**src/rtl/sprite_pkg.sv**
```systemverilog
// Shared types and helpers for the sprite layer renderer: 12-bit colour,
// scale encoding and the sprite ROM address width.
package sprite_pkg;

  localparam int RGB_W = 12;

  typedef struct packed {
    logic [3:0] r;
    logic [3:0] g;
    logic [3:0] b;
  } rgb12_t;

  typedef enum logic [1:0] {
    SCALE_1X = 2'd0,
    SCALE_2X = 2'd1,
    SCALE_4X = 2'd2,
    SCALE_8X = 2'd3
  } scale_t;

  function automatic int addr_width(input int w, input int h);
    return $clog2(w * h);
  endfunction

endpackage

```
**src/rtl/sprite_palette_ram.sv**
```systemverilog
// Small colour palette: synchronous write, asynchronous read, cleared to black
// on reset. A read of an entry being written returns the old colour.
module sprite_palette_ram
  import sprite_pkg::*;
#(
  parameter int IDX_W = 3
) (
  input  logic             clk_i,
  input  logic             rst_i,
  input  logic             we_i,
  input  logic [IDX_W-1:0] waddr_i,
  input  rgb12_t           wdata_i,
  input  logic [IDX_W-1:0] raddr_i,
  output rgb12_t           rdata_o
);

  localparam int DEPTH = 1 << IDX_W;

  rgb12_t mem_q [DEPTH];

  always_ff @(posedge clk_i) begin
    if (rst_i) begin
      for (int i = 0; i < DEPTH; i++) begin
        mem_q[i] <= '0;
      end
    end else if (we_i) begin
      mem_q[waddr_i] <= wdata_i;
    end
  end

  assign rdata_o = mem_q[raddr_i];

endmodule

```
**src/rtl/sprite_layer_renderer.sv**
```systemverilog
// One palette-indexed sprite layer: box test, texel addressing with scale and
// mirroring, and a fixed 3-cycle pipeline onto the colour outputs.
module sprite_layer_renderer
  import sprite_pkg::*;
#(
  parameter int SPR_W           = 32,
  parameter int SPR_H           = 32,
  parameter int IDX_W           = 3,
  parameter int COORD_W         = 10,
  parameter int TRANSPARENT_IDX = 0
) (
  input  logic                                  vga_clk,
  input  logic                                  reset,
  input  logic [COORD_W-1:0]                    DrawX,
  input  logic [COORD_W-1:0]                    DrawY,
  input  logic                                  blank,
  input  logic [11:0]                           bg_rgb,
  input  logic                                  frame_start,
  input  logic [COORD_W-1:0]                    pos_x,
  input  logic [COORD_W-1:0]                    pos_y,
  input  logic [1:0]                            scale_log2,
  input  logic                                  flip_h,
  input  logic                                  flip_v,
  input  logic                                  sprite_en,
  input  logic                                  pal_we,
  input  logic [IDX_W-1:0]                      pal_waddr,
  input  logic [11:0]                           pal_wdata,
  output logic [addr_width(SPR_W, SPR_H)-1:0]   rom_addr,
  input  logic [IDX_W-1:0]                      rom_q,
  output logic [3:0]                            red,
  output logic [3:0]                            green,
  output logic [3:0]                            blue,
  output logic                                  pixel_hit
);

  localparam int AW = addr_width(SPR_W, SPR_H);
  localparam int CW = $clog2(SPR_W);
  localparam int RW = AW - CW;
  localparam int BW = COORD_W + 4;

  // Shadow controls, only updated at frame boundaries to avoid tearing.
  logic [COORD_W-1:0] pos_x_q, pos_y_q;
  scale_t             scale_q;
  logic               flip_h_q, flip_v_q, en_q;

  always_ff @(posedge vga_clk) begin
    if (reset) begin
      pos_x_q  <= '0;
      pos_y_q  <= '0;
      scale_q  <= SCALE_1X;
      flip_h_q <= 1'b0;
      flip_v_q <= 1'b0;
      en_q     <= 1'b0;
    end else if (frame_start) begin
      pos_x_q  <= pos_x;
      pos_y_q  <= pos_y;
      scale_q  <= scale_t'(scale_log2);
      flip_h_q <= flip_h;
      flip_v_q <= flip_v;
      en_q     <= sprite_en;
    end
  end

  logic [1:0]    shamt;
  logic [BW-1:0] dx, dy, px, py, ext_w, ext_h, off_x, off_y;
  logic          in_box_d;
  logic [CW-1:0] col, col_f;
  logic [RW-1:0] row, row_f;
  logic [AW-1:0] addr_d;

  assign shamt = scale_q;
  assign dx    = BW'(DrawX);
  assign dy    = BW'(DrawY);
  assign px    = BW'(pos_x_q);
  assign py    = BW'(pos_y_q);
  assign ext_w = BW'(SPR_W) << shamt;
  assign ext_h = BW'(SPR_H) << shamt;

  assign in_box_d = en_q && (dx >= px) && (dx < px + ext_w)
                         && (dy >= py) && (dy < py + ext_h);

  // Offsets wrap when outside the box, but the address is then not used.
  assign off_x = dx - px;
  assign off_y = dy - py;
  assign col   = CW'(off_x >> shamt);
  assign row   = RW'(off_y >> shamt);
  // SPR_W is a power of two, so SPR_W-1-col is a bitwise inversion.
  assign col_f  = flip_h_q ? ~col : col;
  assign row_f  = flip_v_q ? (RW'(SPR_H - 1) - row) : row;
  assign addr_d = {row_f, col_f};

  // S1
  logic [AW-1:0] rom_addr_q;
  logic          s1_in_box_q, s1_blank_q;
  rgb12_t        s1_bg_q;
  // S2
  logic          s2_in_box_q, s2_blank_q;
  rgb12_t        s2_bg_q;
  // S3
  rgb12_t        out_rgb_q, out_rgb_d;
  logic          hit_q, hit_d;

  always_ff @(posedge vga_clk) begin
    if (reset) begin
      rom_addr_q  <= '0;
      s1_in_box_q <= 1'b0;
      s1_blank_q  <= 1'b0;
      s1_bg_q     <= '0;
      s2_in_box_q <= 1'b0;
      s2_blank_q  <= 1'b0;
      s2_bg_q     <= '0;
      out_rgb_q   <= '0;
      hit_q       <= 1'b0;
    end else begin
      if (in_box_d) begin
        rom_addr_q <= addr_d;
      end
      s1_in_box_q <= in_box_d;
      s1_blank_q  <= blank;
      s1_bg_q     <= rgb12_t'(bg_rgb);
      s2_in_box_q <= s1_in_box_q;
      s2_blank_q  <= s1_blank_q;
      s2_bg_q     <= s1_bg_q;
      out_rgb_q   <= out_rgb_d;
      hit_q       <= hit_d;
    end
  end

  rgb12_t pal_rdata;

  sprite_palette_ram #(
    .IDX_W (IDX_W)
  ) u_palette (
    .clk_i   (vga_clk),
    .rst_i   (reset),
    .we_i    (pal_we),
    .waddr_i (pal_waddr),
    .wdata_i (rgb12_t'(pal_wdata)),
    .raddr_i (rom_q),
    .rdata_o (pal_rdata)
  );

  always_comb begin
    out_rgb_d = s2_bg_q;
    hit_d     = 1'b0;
    if (!s2_blank_q) begin
      out_rgb_d = '0;
    end else if (s2_in_box_q && (rom_q != IDX_W'(TRANSPARENT_IDX))) begin
      out_rgb_d = pal_rdata;
      hit_d     = 1'b1;
    end
  end

  assign rom_addr  = rom_addr_q;
  assign red       = out_rgb_q.r;
  assign green     = out_rgb_q.g;
  assign blue      = out_rgb_q.b;
  assign pixel_hit = hit_q;

endmodule

```
**config.mk**
```make
export PLATFORM = sky130hd
export DESIGN_NAME = sprite_layer_renderer
export DESIGN_NICKNAME = d
export VERILOG_FILES = /design/src/rtl/sprite_pkg.sv /design/src/rtl/sprite_palette_ram.sv /design/src/rtl/sprite_layer_renderer.sv
export SDC_FILE = /design/constraint.sdc
export NUM_CORES = 1
export LEC_CHECK = 0
export CORE_MARGIN = 2
export CORE_UTILIZATION = 30
export DETAILED_ROUTE_END_ITERATION = 10
export DONT_BUFFER_PORTS = 1
export SLEW_MARGIN = 10
export SYNTH_ARGS = -nofsm -noshare
export SYNTH_HDL_FRONTEND = slang
export SYNTH_HIERARCHICAL = 1
export SYNTH_SLANG_ARGS = --single-unit
```
**constraint.sdc**
```tcl
create_clock -name vga_clk -period 4.99 [get_ports vga_clk]
set_input_delay 1.497 -clock vga_clk [delete_from_list [all_inputs] [get_ports vga_clk]]
set_output_delay 1.497 -clock vga_clk [all_outputs]
set_load 0.05 [all_outputs]
```
After elaboration in Yosys (flattened, before gate mapping)
Memory sizes are Yosys's and may differ from the RTL's.
Index checks and enable logic that the tools add are counted.
Cells by class
  $add $sub $neg: 5
  order comparisons: 4
  shift-type cells: 3
  multiplexer cells: 12
  bitwise gates (word level): 2
  reduce and logical (&&, ||, !) cells: 8
Operators by type and width (count)
  adder 10 x 14 -> 14 bit: 2
  less-than comparator 10 x 14 -> 1 bit: 2
  >> shifter 14 x 2 -> 5 bit: 2
  2-to-1 mux 12 bit: 2
  subtractor 10 x 10 -> 11 bit: 2
  >= comparator 10 bit: 2
  << shifter 6 x 2 -> 14 bit (first input constant): 1
  OR reduction 12 bit: 1
  2-to-1 mux 5 bit: 2
  2-to-1 mux 1 bit: 7
  logical AND 1 bit: 5
  NOT 5 bit: 1
  subtractor 5 bit (first input constant): 1
  2-to-1 mux 3 bit: 1
  nonzero test 3 bit: 1
  OR reduction 2 bit: 1
  NOT 1 bit: 1
Word-level totals
  bits in registers: 76
  RAM bits: 96
  bits of input ports: 80
  output and inout port bits: 23
  memories: 1
Memories
  u_palette.mem_q: depth 8, width 12, read ports 1, clocked after Yosys merged registers in 0, write ports 8, line sprite_palette_ram.sv:19  | rgb12_t mem_q [DEPTH];

Depth between registers and ports, before layout
Gate-level depths: netlist of the first run.
  depth after elaboration: 6
  mapped depth: 18
  gate-level depth less buffers: 15

By module
The synthesis of the first run kept the hierarchy.
By module, submodules not included
  sprite_layer_renderer: instances 1, cells each 523, area an instance 4466.8 um2, sequential area each 1521.5 um2
  sprite_palette_ram: instances 1, cells each 283, area an instance 4401.7 um2, sequential area each 2882.8 um2

Least setup slack after synthesis of the first run
OpenSTA, ideal clock, no wires.
  path type: flip-flop to flip-flop
  start: register scale_q[0]
  end: register rom_addr_q[6] (netlist: rom_addr[6])
  setup time: 71 ps
  arrival time: 4062 ps
  data required time: 4919 ps
  slack: 858 ps
  cell stages (with the launch flop): 19
  period minus slack after synthesis: 4132 ps
  path through: dfxtp_1 buf_6 clkbuf_1 clkbuf_1 nor2_1 ha_1 ha_1 o21ai_0 o21ai_0 a21oi_1 xnor2_1 ha_1 and4_1 and2_0 a221oi_1 o32ai_1 a211o_1 or4b_1 a21oi_1
On the way
  cells in the longest elaborated chain, start to end: 6
RTL lines
  from (decl): line sprite_layer_renderer.sv:43  | scale_t scale_q;
  from (signal assigned): line sprite_layer_renderer.sv:57  | scale_q <= scale_t'(scale_log2);
  << shifter 6 x 2 -> 14 bit: line sprite_layer_renderer.sv:76, sprite_layer_renderer.sv:77
  adder 10 x 14 -> 14 bit: line sprite_layer_renderer.sv:79  | assign in_box_d = en_q && (dx >= px) && (dx < px + ext_w)
  less-than comparator 10 x 14 -> 1 bit: line sprite_layer_renderer.sv:79
  logical AND 1 bit: line sprite_layer_renderer.sv:79
  logical AND 1 bit (2 in a row): line sprite_layer_renderer.sv:80  | && (dy >= py) && (dy < py + ext_h);
  to (signal assigned): line sprite_layer_renderer.sv:116  | rom_addr_q <= addr_d;
  to (decl): line sprite_layer_renderer.sv:93  | logic [AW-1:0] rom_addr_q;
Several ways; a longest one is shown, not always the timed one.
A chain may end at the register's enable or synchronous reset.

Worst setup path in the final report of the first run
Same ends and word-level chain as after synthesis.

==> results of run 1 <==
[path summary, 6_finish.rpt]
check	from	endpoint	slack, ns	depth (start not counted)
max	scale_q[0]	rom_addr[6]	0.80	14
min	s1_bg_q[9]	s2_bg_q[9]	0.44	1
max reg2reg	scale_q[0]	rom_addr[6]	0.80	14
min reg2reg	s1_bg_q[9]	s2_bg_q[9]	0.44	1
[Yosys cell counts (all sizes together), types with 12 or more instances]
cell,n
clkinv,13
a21oi,44
a211oi,12
nor3,103
nor2b,31
mux2i,26
nand2,45
o21ai,20
edfxtp,96
buf,18
nor2,49
mux2,14
clkbuf,36
inv,36
ha,36
mux4,25
xnor2,15
dfxtp,76
[per-layer routing]
layer,part of all wire [%],vias to the layer above,global-route usage [%]
met5,0,-,0
met4,1.3,0,4.61
met1,47,2979,19.1
met3,5.3,18,3.27
met2,47,160,22.8
li1,-,2958,-
[metrics by stage]
step / total power [mW] / setup slack, ns / util [%]
floorplan: 1.98 / 0.858 / -
global placement: 2.06 / 0.749 / 31.9
detailed placement: 2.07 / 0.699 / 31.9
CTS: 3.40 / 0.821 / 33.9
global route: 3.52 / 0.400 / 33.9
finish: 3.37 / 0.802 / 33.9
[flip-flops by register name (all words and copies together), names as in the netlist]
name and count:
s2_in_box_q 1, flip_h_q 1, pixel_hit 1, s2_bg_q 12, scale_q 2, green 4
en_q 1, flip_v_q 1, pos_x_q 10, red 4, s2_blank_q 1, s1_bg_q 12
pos_y_q 10, u_palette/mem_q 96, s1_blank_q 1, s1_in_box_q 1, blue 4, rom_addr 10
[cells by family (layout without fill, tap and decap cells)]
kind of cell / after synthesis / count (layout) / share of synthesized area [%]
and+or+nand+nor: 266 / 266 / 15.1
DFF: 172 / 172 / 49.7
AOI/OAI and AO/OA: 142 / 142 / 10.9
buffers and inverters: 103 / 98 / 4.92
muxes: 65 / 65 / 11.9
adders and majority gates: 38 / 38 / 5.53
xor gates and xnor gates: 20 / 20 / 1.98
[layout make-up]
class	instances	area [um2]
flip-flops and latches	172	4400
multi-input cells	531	4030
inverters	49	184
clock buffers	19	475
fillers	2853	19100
well taps	384	480
clock inverters	13	116
repair buffers	17	128
[where the power goes]
part | internal (mW) | switching (mW)
sequential | 1.57 | 0.0370
clock | 0.717 | 0.610
combinational | 0.190 | 0.247
==> metrics.md, run 1 <==
| Metric | Value |
|---|---|
| Outcome | finished, final reports clean |
| Post-Syn Instances | 806 |
| Share of flip-flops with an asynchronous set or reset | 0% |
| Hold Slack | 0.437 ns |
| Root Driver | clkbuf_16 |
| Max rail drop VDD | 0.183 mV |
| Later-pin clock latency in the skew report | 0.43 ns |
| Area of the die | 0.0310 mm2 |
| Yosys warnings | 6 |
| Data required, critical path | 5.35 ns |
| Post-synth EDFFs | 96 |
| Most frequent cells in the layout | nor3_1 (103), edfxtp_1 (96), dfxtp_1 (76), nor2_1 (49), nand2_1 (45) |
| WL final | 21,700 um |
| Synth Flop Type | edfxtp_1 |
| Initial antenna violation count | 0 |
| Starting Density | 30.6% |
| Max clock buf depth | 2 |
| Gr usage total | 14.2% |
| Placed cells | 1,153 |
| Post-CTS Resized | 0 |
| Hold WC Path Type | reg -> reg |
| Slew HR | 38.3% |
| Pin slew with the least headroom to its limit | 0.922 ns |
| Crit path max fanout | 16 |
| Share of post-route cells with drive strength above 1 | 9.99% |
| Die Wd | 176 um |
| Iter 0 DRT Violations | 500 |
| Critical path endpoint category | flip-flop |
| Final Hold Fails | 0 |
| Pin count of the biggest net entering global routing | 75 |
| Flops & latches, synth | 172 |
| Pwr dens | 343 mW/mm2 |
| Antenna Nets Post-Route | 0 |
| Max Clock Freq | 0.239 GHz |
| Core area | 0.0289 mm2 |
| Final instance area | 0.00982 mm2 |
| Slowest cell on crit path | dfxtp_1 |
| Final setup fails | 0 |
| Clock Sink Count | 172 |
| Synthesized cell area | 0.00887 mm2 |
| Nets@finish | 906 |
| GP Congestion | 0.850 |
| RSZ-0062 raised after global routing | no |
| Final Slew Violations | 0 |
| Cells along the critical path | buf_4, nand2_1, inv_1, ha_1, a21oi_1, xnor2_1, ha_1, and4_1, and2_0, a221oi_1, o32ai_1, a211o_1, or4b_1, a21oi_1 |
| Cell Area, Placed | 0.00922 mm2 |
| Synth-to-layout area growth | 10.7% |
| Port bufs | 0 |
| Max incr delay on CP | 0.62 ns |
| Mapped Nets | 924 |
| Clock-pin slew on the worst setup and hold paths | 0.07 ns |
| Non-filler instance count after layout | 1,185 |
| Cell taking the most area after synthesis | edfxtp_1 |
| Vias/cell | 5.16 |
| Critical path data arrival time | 4.55 ns |
| Setup TNS | 0 ns |
| TritonCTS clock tree | yes |
| Critical path's top delay family | compound AO/OA/AOI/OAI gates |
| CP startpoint kind | flip-flop |
| Pleak | 3.39 nW |
| First drt pass iteration count | 5 |
| Sequential area share after synthesis | 49.7% |
| Vias in the first global route | 5,935 |
| # diodes | 0 |
| DP HPWL | 14,900 um |
| # H-tree levels | 4 |
| Ranking of synthesized cells by area | edfxtp_1 (33%), dfxtp_1 (17%), mux4_1 (6.2%) |
| Unique masters post-synth | 68 |
| WP buf/inv | 2 |
| Clock Skew | 0.00835 ns |
| Global-route wire length before repair | 33,900 um |
| Most common cell after layout, fill and taps aside | nor3_1 |
| Via count | 6,115 |
| Setup bufs post-CTS | 0 |
| Gr ovfl total | 0 |
| Max-Cap Viols | 0 |
| Residual DRC | 0 |
| Crit Path Class | reg -> reg |
| Synth top area share | 32.5% |
| Syn avg cell area | 11.0 um2 |
| Row count | 62 |
| # IOs | 103 |
| Die extent in y | 176 um |
| Inserted Clock Buffers | 17 |
| Fin crit period | 4.19 ns |
| Period utilisation layout | 83.9% |
| Hold buffer count at cts | 0 |
| Avg WL per Cell | 18.3 um |
Power figures use the tool's default switching activity.
==> inputs of run 2 (changes only) <==
Clock period 4.99 ns to 4.3 ns, I/O delays scaled along.
==> run 2 against run 1 <==
Effect of this change:
- sequential share of layout area fell by 0.23 points
- maximum frequency rose by 5.5%
- clock skew is 0.0034 ns higher
- register-to-register slack lost 0.47 ns
- flip-flop and latch count is the same
- die area stayed put
- worst setup slack worse by 0.47 ns
==> metrics.md, run 2 (synthesis gave the netlist of run 1 again) <==
| Metric | Value |
|---|---|
| Outcome | finished, final reports clean |
| Max rail drop VDD | 0.227 mV |
| DP HPWL | 15,200 um |
| Most frequent cells in the layout | nor3_1 (103), edfxtp_1 (96), dfxtp_1 (76), nor2_1 (49), nand2_1 (45) |
| Gr usage total | 14.3% |
| Period utilisation layout | 92.3% |
| Net Sw Frac | 27.3% |
| Setup bufs post-CTS | 0 |
| WL final | 21,800 um |
| First drt pass iteration count | 5 |
| Fin crit period | 3.97 ns |
| Overall power | 3.88 mW |
| Clock Skew | 0.0118 ns |
| Later-pin clock latency in the skew report | 0.43 ns |
| Critical path data arrival time | 4.33 ns |
| Logic gate share of total power | 13.3% |
| Vias/cell | 5.12 |
| Initial antenna violation count | 1 |
| Pin slew with the least headroom to its limit | 0.794 ns |
| Slowest cell on crit path | or4b_1 |
| Crit Path Class | reg -> reg |
| Flop pwr share | 47.9% |
| Max-Cap Viols | 0 |
| Iter 0 DRT Violations | 499 |
| Row count | 62 |
| Largest register FFs | 96 |
| Most common cell after layout, fill and taps aside | nor3_1 |
| Clock-pin slew on the worst setup and hold paths | 0.08 ns |
| Residual DRC | 0 |
| Inserted Clock Buffers | 17 |
| Via count | 6,115 |
| Core area | 0.0289 mm2 |
| Synth-to-layout area growth | 11.3% |
| Data required, critical path | 4.66 ns |
| Critical path endpoint category | flip-flop |
| TritonCTS clock tree | yes |
| CP startpoint kind | flip-flop |
| Root Driver | clkbuf_16 |
| Antenna Nets Post-Route | 0 |
| RSZ-0062 raised after global routing | no |
| Max clock buf depth | 2 |
| Final worst setup slack | 0.329 ns |
| Die Wd | 176 um |
| Max Clock Freq | 0.252 GHz |
| Internal power | 2.82 mW |
| Pwr dens | 393 mW/mm2 |
| Avg WL per Cell | 18.2 um |
| WP buf/inv | 1 |
| Largest Register | u_palette/mem_q |
| Pin count of the biggest net entering global routing | 75 |
| Largest registers | u_palette/mem_q x96, s1_bg_q x12, s2_bg_q x12 |
| Hold Slack | 0.441 ns |
| Critical path's top delay family | compound AO/OA/AOI/OAI gates |
| Port bufs | 0 |
| Critical hold path startpoint | s1_bg_q[3] |
| # H-tree levels | 4 |
| GP Congestion | 0.827 |
| Starting Density | 30.6% |
| Share of post-route cells with drive strength above 1 | 10.9% |
| Final Slew Violations | 0 |
| Max incr delay on CP | 0.53 ns |
| Gr ovfl total | 0 |
| Clk pwr share | 38.8% |
| Clock Sink Count | 172 |
| Hold buffer count at cts | 0 |
| Hold WC Path Type | reg -> reg |
| # IOs | 103 |
| Final setup fails | 0 |
| Slew HR | 47.0% |
| Area of the die | 0.0310 mm2 |
| Post-CTS Resized | 0 |
| Pleak | 3.41 nW |
| Reg-to-Reg Start | scale_q[1] |
| Crit path max fanout | 20 |
| Worst Setup SP | scale_q[1] |
| Vias in the first global route | 5,949 |
| Final Hold Fails | 0 |
| Number of fill cells | 2,853 |
| Nets@finish | 915 |
| Global-route wire length before repair | 34,100 um |
| Cells along the critical path | buf_4, nor2b_1, xnor2_1, ha_1, o21ai_0, o21ai_0, a21oi_1, xnor2_1, ha_1, and4_1, and2_0, a221oi_1, o32ai_1, a211o_1, or4b_1, a21oi_1 |
| Setup TNS | 0 ns |
| Net Sw Power | 1.06 mW |
| Pre-CTS setup slack | 0.305 ns |
| Die extent in y | 176 um |
-- run 2: power groups by stage --
| stage | Clock, mW | Sequential, mW | Combinational (mW) |
|---|---|---|---|
| after floorplan | 0 | 1.88 | 0.416 |
| after global placement | 0 | 1.89 | 0.508 |
| after detailed placement | 0 | 1.90 | 0.512 |
| after CTS | 1.54 | 1.86 | 0.516 |
| after global routing | 1.62 | 1.87 | 0.572 |
| final | 1.50 | 1.86 | 0.517 |
-- run 2: worst paths after layout --
check | end | slack, ns | depth (start not counted)
worst max-delay path | rom_addr[6] | 0.33 | 16
worst min register to register | s2_bg_q[3] | 0.44 | 1
worst max register to register | rom_addr[6] | 0.33 | 16
worst min-delay path | s2_bg_q[3] | 0.44 | 1
-- run 2: routing by layer --
metal / wire length [um] / up-vias / track usage [%]
met5: 0 / - / 0
met4: 413 / 0 / 5.48
met3: 1230 / 24 / 3.01
met2: 10100 / 187 / 22.4
met1: 10100 / 2924 / 19.4
li1: - / 2980 / -
-- run 2: final cells by class --
| type | count | area [um2] | share of cell area (%) |
|---|---|---|---|
| repair buffers | 26 | 195 | 1.98 |
| clock inverters | 14 | 144 | 1.46 |
| well taps | 384 | 480 | 4.87 |
| inverters | 49 | 184 | 1.86 |
| diodes | 1 | 2.50 | 0.0254 |
| multi-input cells | 531 | 4030 | 40.8 |
| flip-flops and latches | 172 | 4400 | 44.6 |
| clock buffers | 18 | 429 | 4.35 |
-- run 2: per-stage QoR --
step,instances,utilization (%),cell area (um2)
5_1_grt,1194,34.1,9860
4_1_cts,1194,34.1,9860
3_3_place_gp,1162,32.1,9290
3_5_place_dp,1162,32.1,9290
6_report,1195,34.1,9870
2_1_floorplan,806,-,8870
==> inputs of run 3 (changes only) <==
Settings changed: CTS_BUF_LIST from default to sky130_fd_sc_hd__clkbuf_16.
==> run 3 against run 2 <==
Effect of this change:
- worst setup slack is essentially flat
- cell count is the same
- maximum frequency is essentially flat
- final area is the same
- clock skew is essentially flat
- flip-flop and latch count is the same
- global-route usage is the same
- critical endpoint unchanged
==> metrics.md, run 3 (synthesis gave the netlist of run 1 again) <==
| Metric | Value |
|---|---|
| Slew HR | 46.9% |
| First drt pass iteration count | 5 |
| Row count | 62 |
| Via count | 6,121 |
| Reg-to-Reg Start | scale_q[1] |
| Gr usage total | 14.3% |
| Largest Register | u_palette/mem_q |
| Pin slew with the least headroom to its limit | 0.796 ns |
| Overall power | 3.88 mW |
| Hold Slack | 0.441 ns |
| Gr ovfl total | 0 |
| Post-CTS Resized | 0 |
| Most common cell after layout, fill and taps aside | nor3_1 |
| Reg-to-reg slack, setup | 0.33 ns |
| Max rail drop VDD | 0.227 mV |
| Nets@finish | 915 |
| Max-Cap Viols | 0 |
| CP startpoint kind | flip-flop |
| TritonCTS clock tree | yes |
| Pwr dens | 393 mW/mm2 |
| Reg2Reg Depth | 16 |
| Clock Skew | 0.0118 ns |
| Area of the die | 0.0310 mm2 |
| Final Slew Violations | 0 |
| Vias in the first global route | 5,949 |
| Port bufs | 0 |
| Hold buffer count at cts | 0 |
| GP Congestion | 0.827 |
| Crit Path Class | reg -> reg |
| Global-route wire length before repair | 34,100 um |
| Outcome | finished, final reports clean |
| RSZ-0062 raised after global routing | no |
| Pin count of the biggest net entering global routing | 75 |
| Core area | 0.0289 mm2 |
| Share of post-route cells with drive strength above 1 | 10.9% |
| Max clock buf depth | 2 |
| Pleak | 3.42 nW |
| Die extent in y | 176 um |
| # IOs | 103 |
| Die Wd | 176 um |
| Initial antenna violation count | 1 |
| Antenna Nets Post-Route | 0 |
| Data required, critical path | 4.66 ns |
| Synth-to-layout area growth | 11.3% |
| WL final | 21,800 um |
| Fin crit period | 3.97 ns |
| Hold WC Path Type | reg -> reg |
| Residual DRC | 0 |
| Root Driver | clkbuf_16 |
| Critical path data arrival time | 4.33 ns |
| Final Hold Fails | 0 |
| Setup TNS | 0 ns |
| Clock-pin slew on the worst setup and hold paths | 0.08 ns |
| Crit path max fanout | 20 |
| Clock Sink Count | 172 |
| Max Clock Freq | 0.252 GHz |
| Inserted Clock Buffers | 17 |
| # H-tree levels | 4 |
| Setup bufs post-CTS | 0 |
| Critical path endpoint category | flip-flop |
| Final setup fails | 0 |
| Reg2reg end | rom_addr[6] |
| Vias/cell | 5.12 |
| Most frequent cells in the layout | nor3_1 (103), edfxtp_1 (96), dfxtp_1 (76), nor2_1 (49), nand2_1 (45) |
| Largest registers | u_palette/mem_q x96, s1_bg_q x12, s2_bg_q x12 |
| Worst Setup SP | scale_q[1] |
| Starting Density | 30.6% |
| Avg WL per Cell | 18.3 um |
| Period utilisation layout | 92.3% |
| Later-pin clock latency in the skew report | 0.43 ns |
| Iter 0 DRT Violations | 499 |
| Largest register FFs | 96 |
| Crit path capture | rom_addr[6] |
| DP HPWL | 15,200 um |
run 3: power by group:
part | total (mW) | internal, mW | leakage (nW) | switching [mW]
clock network | 1.50 | 0.774 | 0.278 | 0.729
logic | 0.517 | 0.226 | 1.60 | 0.291
registers | 1.86 | 1.82 | 1.54 | 0.0401
total | 3.88 | 2.82 | 3.42 | 1.06
run 3: worst min path at each step:
stage	start	endpoint	slack, ns	cells past startpoint
floorplan	s1_bg_q[0]	s2_bg_q[0]	0.41	1
global placement	s1_bg_q[6]	s2_bg_q[6]	0.42	1
detailed placement	s1_bg_q[3]	s2_bg_q[3]	0.42	1
CTS	s2_bg_q[10]	red[2]	0.44	2
global route	s1_bg_q[3]	s2_bg_q[3]	0.46	1
finish	s1_bg_q[3]	s2_bg_q[3]	0.44	1
run 3: per-layer routing:
metal | routed length [um] | GRT usage, % | vias up
met5 | 0 | 0 | -
met4 | 415 | 5.48 | 0
met3 | 1210 | 3.01 | 26
met2 | 10200 | 22.4 | 182
met1 | 10000 | 19.4 | 2934
li1 | - | - | 2979
run 3: cell type report:
type,instances,area (um2)
repair buffers,26,195
diodes,1,2.50
flip-flops and latches,172,4400
clock inverters,15,148
fillers,2853,19100
inverters,49,184
well taps,384,480
multi-input cells,531,4030
clock buffers,17,425
run 3: metrics by stage:
| step | utilization [%] | area, um2 | worst slack, ns | instances |
|---|---|---|---|---|
| finish | 34.1 | 9870 | 0.330 | 1195 |
| CTS | 34.1 | 9860 | 0.359 | 1194 |
| global placement | 32.1 | 9290 | 0.364 | 1162 |
| detailed placement | 32.1 | 9290 | 0.305 | 1162 |
| global route | 34.1 | 9860 | 0.112 | 1194 |
| floorplan | - | 8870 | 0.168 | 806 |
run 3: critical path, stage by stage, from the launching register on:
cell,delay (ns)
dfxtp_1,0.33
buf_4,0.26
nor2b_1,0.11
xnor2_1,0.14
ha_1,0.25
o21ai_0,0.15
o21ai_0,0.10
a21oi_1,0.18
xnor2_1,0.14
ha_1,0.27
and4_1,0.22
and2_0,0.15
a221oi_1,0.38
o32ai_1,0.20
a211o_1,0.35
or4b_1,0.53
a21oi_1,0.16
